### src/rtl/vga_pattern_pkg.sv
// vga_pattern_pkg
//   Shared definitions for the line-buffer test-pattern writer:
//   3-bit pattern mode codes and the writer FSM state encoding.
package vga_pattern_pkg;

    localparam logic [2:0] MODE_ALT     = 3'd0;
    localparam logic [2:0] MODE_SOLID   = 3'd1;
    localparam logic [2:0] MODE_CHECKER = 3'd2;
    localparam logic [2:0] MODE_HBARS   = 3'd3;
    localparam logic [2:0] MODE_VSTRIPE = 3'd4;
    localparam logic [2:0] MODE_ROWNUM  = 3'd5;
    localparam logic [2:0] MODE_SCROLL  = 3'd6;
    localparam logic [2:0] MODE_BLANK   = 3'd7;

    typedef enum logic {
        ST_IDLE  = 1'b0,
        ST_WRITE = 1'b1
    } state_t;

endpackage

### src/rtl/pattern_row_gen.sv
// pattern_row_gen
//   Combinational row-word generator: produces one ROW_BITS-wide 1 bpp row
//   for a given pattern mode, row index and scroll phase.
// Ports
//   mode   in   3         pattern select (MODE_* codes)
//   row    in   ADDR_W    row index the word is for
//   phase  in   PHASE_W   scroll phase (only used by MODE_SCROLL)
//   word   out  ROW_BITS  row pixels; bit i = pixel column i
module pattern_row_gen
    import vga_pattern_pkg::*;
#(
    parameter int ROW_BITS = 320,
    parameter int ADDR_W   = 8,
    parameter int PHASE_W  = 4
) (
    input  logic [2:0]          mode,
    input  logic [ADDR_W-1:0]   row,
    input  logic [PHASE_W-1:0]  phase,
    output logic [ROW_BITS-1:0] word
);

    logic [3:0] phase_lo;
    logic       row_b3;
    logic       row_b4;

    // Only bit 3 of (column + phase) matters, so a 4-bit sum is enough.
    assign phase_lo = 4'(phase);

    // Small builds may have fewer than 5 address bits; missing row bits read as 0.
    if (ADDR_W > 3) begin : g_rb3
        assign row_b3 = row[3];
    end else begin : g_rb3_zero
        assign row_b3 = 1'b0;
    end

    if (ADDR_W > 4) begin : g_rb4
        assign row_b4 = row[4];
    end else begin : g_rb4_zero
        assign row_b4 = 1'b0;
    end

    for (genvar c = 0; c < ROW_BITS; c++) begin : g_col
        localparam logic [4:0] COL = 5'(c % 32);
        logic rownum_bit;
        logic pix;

        if (c < ADDR_W) begin : g_rn
            assign rownum_bit = row[c];
        end else begin : g_rn_zero
            assign rownum_bit = 1'b0;
        end

        always_comb begin
            case (mode)
                MODE_ALT:     pix = COL[0];
                MODE_SOLID:   pix = 1'b1;
                MODE_CHECKER: pix = COL[3] ^ row_b3;
                MODE_HBARS:   pix = row_b4;
                MODE_VSTRIPE: pix = COL[4];
                MODE_ROWNUM:  pix = rownum_bit;
                // 4-bit add wraps mod 16, so ">= 8" is exactly bit 3 of the sum.
                MODE_SCROLL:  pix = ((COL[3:0] + phase_lo) >= 4'd8) ^ row_b3;
                MODE_BLANK:   pix = 1'b0;
                default:      pix = 1'b0;
            endcase
        end

        assign word[c] = pix;
    end

endmodule

### src/rtl/pattern_ram_writer.sv
// pattern_ram_writer
//   Test-pattern source for the line-buffer RAM feeding VGA scan-out.
//   Fills ROWS rows with a selectable pattern, once per start or
//   continuously, honouring write backpressure (ram_ready).
// Ports
//   clk          in   1         system clock
//   rst          in   1         synchronous active-high reset
//   start        in   1         pulse: begin a frame fill (ignored while busy)
//   continuous   in   1         restart at row 0 after last row (sampled at frame start)
//   mode         in   3         pattern select (latched at frame start)
//   ram_ready    in   1         sink accepts the presented write this cycle
//   ram_clk      out  1         clk pass-through
//   ram_we       out  1         write request
//   ram_address  out  ADDR_W    row being written
//   ram_data     out  ROW_BITS  row pixels, LSB = column 0
//   busy         out  1         frame fill in progress
//   frame_done   out  1         one-cycle pulse after last row accepted
module pattern_ram_writer
    import vga_pattern_pkg::*;
#(
    parameter int ROW_BITS = 320,
    parameter int ROWS     = 240,
    parameter int ADDR_W   = 8,
    parameter int PHASE_W  = 4
) (
    input  logic                clk,
    input  logic                rst,
    input  logic                start,
    input  logic                continuous,
    input  logic [2:0]          mode,
    input  logic                ram_ready,
    output logic                ram_clk,
    output logic                ram_we,
    output logic [ADDR_W-1:0]   ram_address,
    output logic [ROW_BITS-1:0] ram_data,
    output logic                busy,
    output logic                frame_done
);

    localparam logic [ADDR_W-1:0] LAST_ROW = ADDR_W'(ROWS - 1);

    state_t               state;
    logic [2:0]           mode_q;
    logic                 cont_q;
    logic [PHASE_W-1:0]   phase;

    logic                 accept;
    logic                 last_accept;
    logic [2:0]           gen_mode;
    logic [ADDR_W-1:0]    gen_row;
    logic [PHASE_W-1:0]   gen_phase;
    logic [ROW_BITS-1:0]  gen_word;

    assign ram_clk     = clk;
    assign accept      = ram_we & ram_ready;
    assign last_accept = accept && (ram_address == LAST_ROW);

    // Generator inputs describe the row that will be presented next cycle.
    // A new frame (from IDLE or a continuous wrap) uses the live mode input
    // and row 0; the wrap also sees the already-advanced phase.
    always_comb begin
        gen_mode  = mode_q;
        gen_row   = ram_address + ADDR_W'(1);
        gen_phase = phase;
        if (state == ST_IDLE) begin
            gen_mode = mode;
            gen_row  = '0;
        end else if (last_accept) begin
            gen_mode  = mode;
            gen_row   = '0;
            gen_phase = phase + PHASE_W'(1);
        end
    end

    pattern_row_gen #(
        .ROW_BITS (ROW_BITS),
        .ADDR_W   (ADDR_W),
        .PHASE_W  (PHASE_W)
    ) u_row_gen (
        .mode  (gen_mode),
        .row   (gen_row),
        .phase (gen_phase),
        .word  (gen_word)
    );

    // ---- output register stage: address and data registered together ----
    always_ff @(posedge clk) begin
        if (rst) begin
            state       <= ST_IDLE;
            ram_we      <= 1'b0;
            ram_address <= '0;
            ram_data    <= '0;
            busy        <= 1'b0;
            frame_done  <= 1'b0;
            phase       <= '0;
            mode_q      <= MODE_ALT;
            cont_q      <= 1'b0;
        end else begin
            frame_done <= 1'b0;
            case (state)
                ST_IDLE: begin
                    if (start) begin
                        state       <= ST_WRITE;
                        ram_we      <= 1'b1;
                        busy        <= 1'b1;
                        ram_address <= '0;
                        ram_data    <= gen_word;
                        mode_q      <= mode;
                        cont_q      <= continuous;
                    end
                end
                ST_WRITE: begin
                    // Without an accept everything holds, so no row is skipped.
                    if (accept) begin
                        if (ram_address == LAST_ROW) begin
                            frame_done <= 1'b1;
                            phase      <= phase + PHASE_W'(1);
                            if (cont_q) begin
                                ram_address <= '0;
                                ram_data    <= gen_word;
                                mode_q      <= mode;
                                cont_q      <= continuous;
                            end else begin
                                state  <= ST_IDLE;
                                ram_we <= 1'b0;
                                busy   <= 1'b0;
                            end
                        end else begin
                            ram_address <= ram_address + ADDR_W'(1);
                            ram_data    <= gen_word;
                        end
                    end
                end
                default: begin
                    state  <= ST_IDLE;
                    ram_we <= 1'b0;
                    busy   <= 1'b0;
                end
            endcase
        end
    end

endmodule

### config.mk
export PLATFORM = sky130hd
export DESIGN_NAME = pattern_ram_writer
export DESIGN_NICKNAME = d
export VERILOG_FILES = /design/src/rtl/vga_pattern_pkg.sv /design/src/rtl/pattern_row_gen.sv /design/src/rtl/pattern_ram_writer.sv
export SDC_FILE = /design/constraint.sdc
export NUM_CORES = 1
export LEC_CHECK = 0
export CAP_MARGIN = 20
export CORE_MARGIN = 2
export CORE_UTILIZATION = 55
export DETAILED_ROUTE_END_ITERATION = 10
export PLACE_DENSITY = 0.85
export SETUP_SLACK_MARGIN = 0.15
export SLEW_MARGIN = 20
export SYNTH_ARGS = -nofsm -noshare
export SYNTH_HDL_FRONTEND = slang
export SYNTH_HIERARCHICAL = 1
export SYNTH_SLANG_ARGS = --single-unit
### constraint.sdc
create_clock -name clk -period 6.25 [get_ports clk]
set_input_delay 0.625 -clock clk [delete_from_list [all_inputs] [get_ports clk]]
set_output_delay 0.625 -clock clk [all_outputs]
set_load 0.005 [all_outputs]
==> results of run 1 <==
layout by cell type (no fill, tap or decap), types with 3 or more instances in the layout:
master,count
xor2_1,8
xor2_4,3
dfxtp_1,339
a21oi_1,329
nor2_2,7
nor3_1,8
o21ai_1,324
clkbuf_16,41
and2_1,7
bufinv_16,4
o21ai_2,10
o211a_1,3
buf_4,12
nand4_1,3
clkinv_2,6
xnor2_1,5
o21ai_0,9
inv_1,3
mux2i_1,3
a21oi_2,8
clkbuf_8,6
clkbuf_1,8
nand2_1,26
nor2_1,25
nand3_1,336
clkdlybuf4s50_1,338
mux2_2,3
and3_1,5
buf_12,4
path summary, 6_finish.rpt:
check | start | end | slack [ns] | depth (start not counted)
min reg2reg | ram_data[76] | ram_data[76] | 0.46 | 2
min | ram_data[76] | ram_data[76] | 0.46 | 2
max | clk | ram_clk | 1.82 | 3
max reg2reg | ram_address[0] | ram_data[8] | 1.92 | 11
critical path: cells and delay by family:
kind | cells | cell delay (ns)
buffers and inverters | 3 | 0.68
stage by stage:
stage / instance area [µm²] / power (mW) / cells
floorplan: 16300 / 3.31 / 2024
global placement: 17100 / 3.51 / 2252
detailed placement: 17100 / 3.54 / 2252
CTS: 18400 / 5.84 / 2319
global route: 18400 / 6.03 / 2319
finish: 18400 / 5.84 / 2319
sequential cells by signal, summed over array words and instances (netlist names):
register	count
frame_done	1
ram_data	320
mode_q	3
ram_address	8
state	1
busy	1
cont_q	1
phase	4
routing by layer:
| layer | vias to the layer above | track usage, % | part of all wire (%) |
|---|---|---|---|
| li1 | 6517 | - | - |
| met1 | 6787 | 43.3 | 39 |
| met2 | 860 | 48.7 | 44 |
| met3 | 190 | 7.19 | 10 |
| met4 | 0 | 19.7 | 6.7 |
| met5 | - | 0 | 0 |
cells by family after synthesis:
logic type,Yosys count,share of synthesized area [%]
AO/OA/AOI/OAI,706,22.4
buffers and inverters,521,20.8
AND/OR/NAND/NOR,431,13.2
flip-flops,339,41.6
XOR/XNOR,17,1.30
multiplexers,7,0.461
adder cells (fa/ha/maj),3,0.215
where the power goes:
part | internal [mW] | switching [mW]
combinational | 0.446 | 0.621
clock | 1.44 | 0.894
sequential | 2.33 | 0.106
total | 4.22 | 1.62
area by class of cell:
| type | instances | area, µm² |
|---|---|---|
| fill | 2443 | 11000 |
| clock inverter | 12 | 174 |
| clock buffer | 56 | 1150 |
| inverter | 4 | 15.0 |
| multi-input combinational | 1164 | 6240 |
| tap | 390 | 488 |
| timing repair buffer | 354 | 3560 |
| sequential | 339 | 6790 |
==> reports/results.ini, run 1 <==
[status]
status = complete, no violations

[sta]
tightest_slew_ns = 1.28
fin_ws_ns = 1.82
drv_slew = 0
clock-skew-final_ns = 0.0146
hold_violations = 0
slew_headroom_pct = 14.9
rsz0062_at_grt = false
tns_ns = 0
setup_viol = 0
whs_ns = 0.461

[synthesis]
syn_area_per_cell_um2 = 8.05
synthFlopType = dfxtp_1
synth_cells = 2024
syn_area_mm2 = 0.0163
synth_edf_count = 0
synth_area_leaders = dfxtp_1 42%, buf_4 16%, a21oi_1 10%
synthArstFlopShare_pct = 0
synth_common_cells = 356 x buf_4, 339 x dfxtp_1, 338 x a21oi_1
synth.most_common_cell = buf_4
synth_cell_types = 60
synth_top_cell_by_area = dfxtp_1
yosys.area.top_type_share_pct = 41.6
ys_warn_count = 6
ys_seq_area_share_pct = 41.6
synth_seq_cells = 339
synth_fp_nets = 2034

[power_and_ir_drop]
powerDensity_mw_per_mm2 = 317
irDropWorstVdd_uv = 200
leakagePower_nw = 6.29

[floorplanning]
core_mm2 = 0.0294
start_util_pct = 55.4
design.die.area_mm2 = 0.0310
fp.dieW_um = 176
floorplan.rows = 63
chipHeight_um = 176
num_io_pins = 340

[grt]
grt_overflow = 0
grt_first_pass_wirelength_mm = 78.5
grt_use_total_pct = 32.6
grt_max_degree = 190
antenna_found_initial = 0
grt_pass1_vias = 13100

[setup_path]
cp.arrival_ns = 3.80
cp_max_fo = 2
cp_slowest_stage_delay_ns = 0.43
cp-end-kind = output port
crit_top_cell = clkbuf_16
crit_chain = clkbuf_16 -> clkbuf_16 -> clkdlybuf4s50_1
slowest_stage = clkdlybuf4s50_1
required_ns = 5.62
start_kind = clock port
path_class = clock port to output port

[routing]
drt_iter0_drc = 2135
wl_per_cell_um = 22.8
via_count = 14400
drt-total-wl_mm = 52.9
avgViaCountPerCell = 6.19
ant_nets = 0
drc_errors = 0
firstDrtPassIters = 8

[clock_tree]
tritoncts = yes
clock_latency_ns = 0.63
cts_hold_buffers = 0
clk_pin_slew_ns = 0.06
ctsResizeCount = 0
post_cts_buffers = 0

[finish]
drive_above_1_share_pct = 6.22
area_growth_pct = 12.9
final_util_pct = 62.6
antennaDiodeCount = 0
finalNetCount = 1913

[placed_design]
place.detailed.hpwl_mm = 30.7
port_buffers = 339
pre_cts_slack_ns = 2.08
gp_congestion = 0.886

[run]
maxCapViolations = 0

[worst_hold_path]
min_path_type = register to register

Note: power is estimated with default switching activity, not from simulation.
==> inputs of run 2 (changes only) <==
Settings changed: CORE_UTILIZATION 55 to 49, PLACE_DENSITY 0.85 to 0.8.
Clock period 6.25 ns to 3.8 ns, I/O delays scaled along.
==> run 2 against run 1 <==
  * Setup slack worse by 1.5 ns
  * Critical endpoint is now ram_data[140]
  * Combinational power up 79%
  * Register-to-register slack worse by 1.6 ns
  * Count of clock-buffer cells in the layout up 2
  * Highest routed layer unchanged
  * Final area up 4.3%
  * First-iteration DRC count down 7.8%
  * Largest power group unchanged
  * Global-route usage down 2.4 points
  * Non-clock buffer count up 65
  * Final cell count up 5.3%
  * Clock power up 67%
  * Clock skew about the same
  * Flip-flop and latch count unchanged
==> reports/results.ini, run 2 (synthesized netlist as in run 1, its figures left out) <==
[status]
status = complete, no violations

[clock_tree]
tritoncts = yes
post_cts_buffers = 0
clk_pin_slew_ns = 0.06
clock_latency_ns = 0.64

[power_and_ir_drop]
powerDensity_mw_per_mm2 = 512
leakagePower_nw = 6.69
power_mw = 9.83
irDropWorstVdd_uv = 444

[setup_path]
cp-end-kind = register
cp_max_fo = 9
cp.arrival_ns = 3.94
start_kind = register
path_class = register to register
required_ns = 4.28

[run]
maxCapViolations = 0

[grt]
grt_max_degree = 167
grt_pass1_vias = 13500
antenna_found_initial = 1
grt_use_total_pct = 30.2
grt_overflow = 0
grt_first_pass_wirelength_mm = 82.3

[sta]
min_period_ns = 3.47
clock-skew-final_ns = 0.0147
drv_slew = 0
rsz0062_at_grt = false
fin_crit_sh_pct = 91.2
tns_ns = 0
slew_headroom_pct = 40.3
setup_viol = 0
whs_ns = 0.240
hold_violations = 0
fmax_ghz = 0.289
tightest_slew_ns = 0.895

[finish]
final_util_pct = 58.8
finalNetCount = 1979
largest_reg_flops = 320
top_regs = ram_data (320), ram_address (8), phase (4)
area_growth_pct = 17.7
drive_above_1_share_pct = 9.86
layout_common_cells = 339 x dfxtp_1, 338 x clkdlybuf4s50_1, 336 x nand3_1
design_area_mm2 = 0.0192
top_register = ram_data
final_common_cell = dfxtp_1

[routing]
drt_iter0_drc = 1969
ant_nets = 0
drt-total-wl_mm = 55.6
wl_per_cell_um = 22.8
firstDrtPassIters = 6
drc_errors = 0
avgViaCountPerCell = 5.98
via_count = 14600

[worst_hold_path]
min_path_type = input port to register

[placed_design]
port_buffers = 339
dpl_cell_area_mm2 = 0.0178
gp_congestion = 0.983
place.detailed.hpwl_mm = 35.4

[floorplanning]
start_util_pct = 50.0
design.die.area_mm2 = 0.0347
chipHeight_um = 186
core_mm2 = 0.0326
floorplan.rows = 66
fp.dieW_um = 186
num_io_pins = 340

-- run 2: metrics by stage --
step | instances | worst slack [ns]
6_report | 2441 | 0.334
4_1_cts | 2440 | 0.261
3_5_place_dp | 2369 | 0.169
3_3_place_gp | 2369 | 0.192
5_1_grt | 2440 | 0.168
2_1_floorplan | 2024 | 0.597
-- run 2: path summary, 6_finish.rpt --
kind / startpoint / cells after the start / endpoint / slack (ns)
hold / removal: rst / 2 / ram_data[81] / 0.24
setup reg to reg: ram_address[0] / 12 / ram_data[140] / 0.33
setup / recovery: ram_address[0] / 12 / ram_data[140] / 0.33
hold reg to reg: ram_data[192] / 2 / ram_data[192] / 0.46
-- run 2: routing by layer --
metal	part of all wire [%]	vias up	global-route usage, %
li1	-	6645	-
met3	11	142	8.16
met1	39	6997	39.4
met4	4.3	0	13.9
met5	0	-	0
met2	45	819	46.6
-- run 2: timing repair --
| action | CTS | global route |
|---|---|---|
| hold buffers | 0 | 0 |
| resized for setup | 1 | 6 |
| endpoints found under the setup margin | 1 | 46 |
| pin swaps | 0 | 0 |
-- run 2: report_power, final --
| group | leakage, nW | internal [mW] | switching (mW) |
|---|---|---|---|
| sequential | 2.78 | 3.83 | 0.178 |
| clock | 0.670 | 2.38 | 1.52 |
| combinational | 3.24 | 0.860 | 1.06 |
-- run 2: layout make-up --
class	count	area (µm²)
Fill cell	2875	13400
Antenna cell	1	2.50
Inverter	4	15.0
Tap cell	442	553
Multi-Input combinational cell	1164	6260
Clock buffer	58	1230
Sequential cell	339	6790
Timing Repair Buffer	419	4210
Clock inverter	14	135
-- run 2: worst max-delay path, stage by stage, from the launching register on --
cell and delay, ns:
dfxtp_1 0.43, ha_1 0.29, and3_1 0.20, nand4_1 0.19, nand2_2 0.21, mux2_2 0.30, inv_2 0.11, o21ai_0 0.30
a2bb2oi_1 0.62, o21ai_2 0.27, buf_12 0.23, o21ai_1 0.08, a21oi_1 0.08
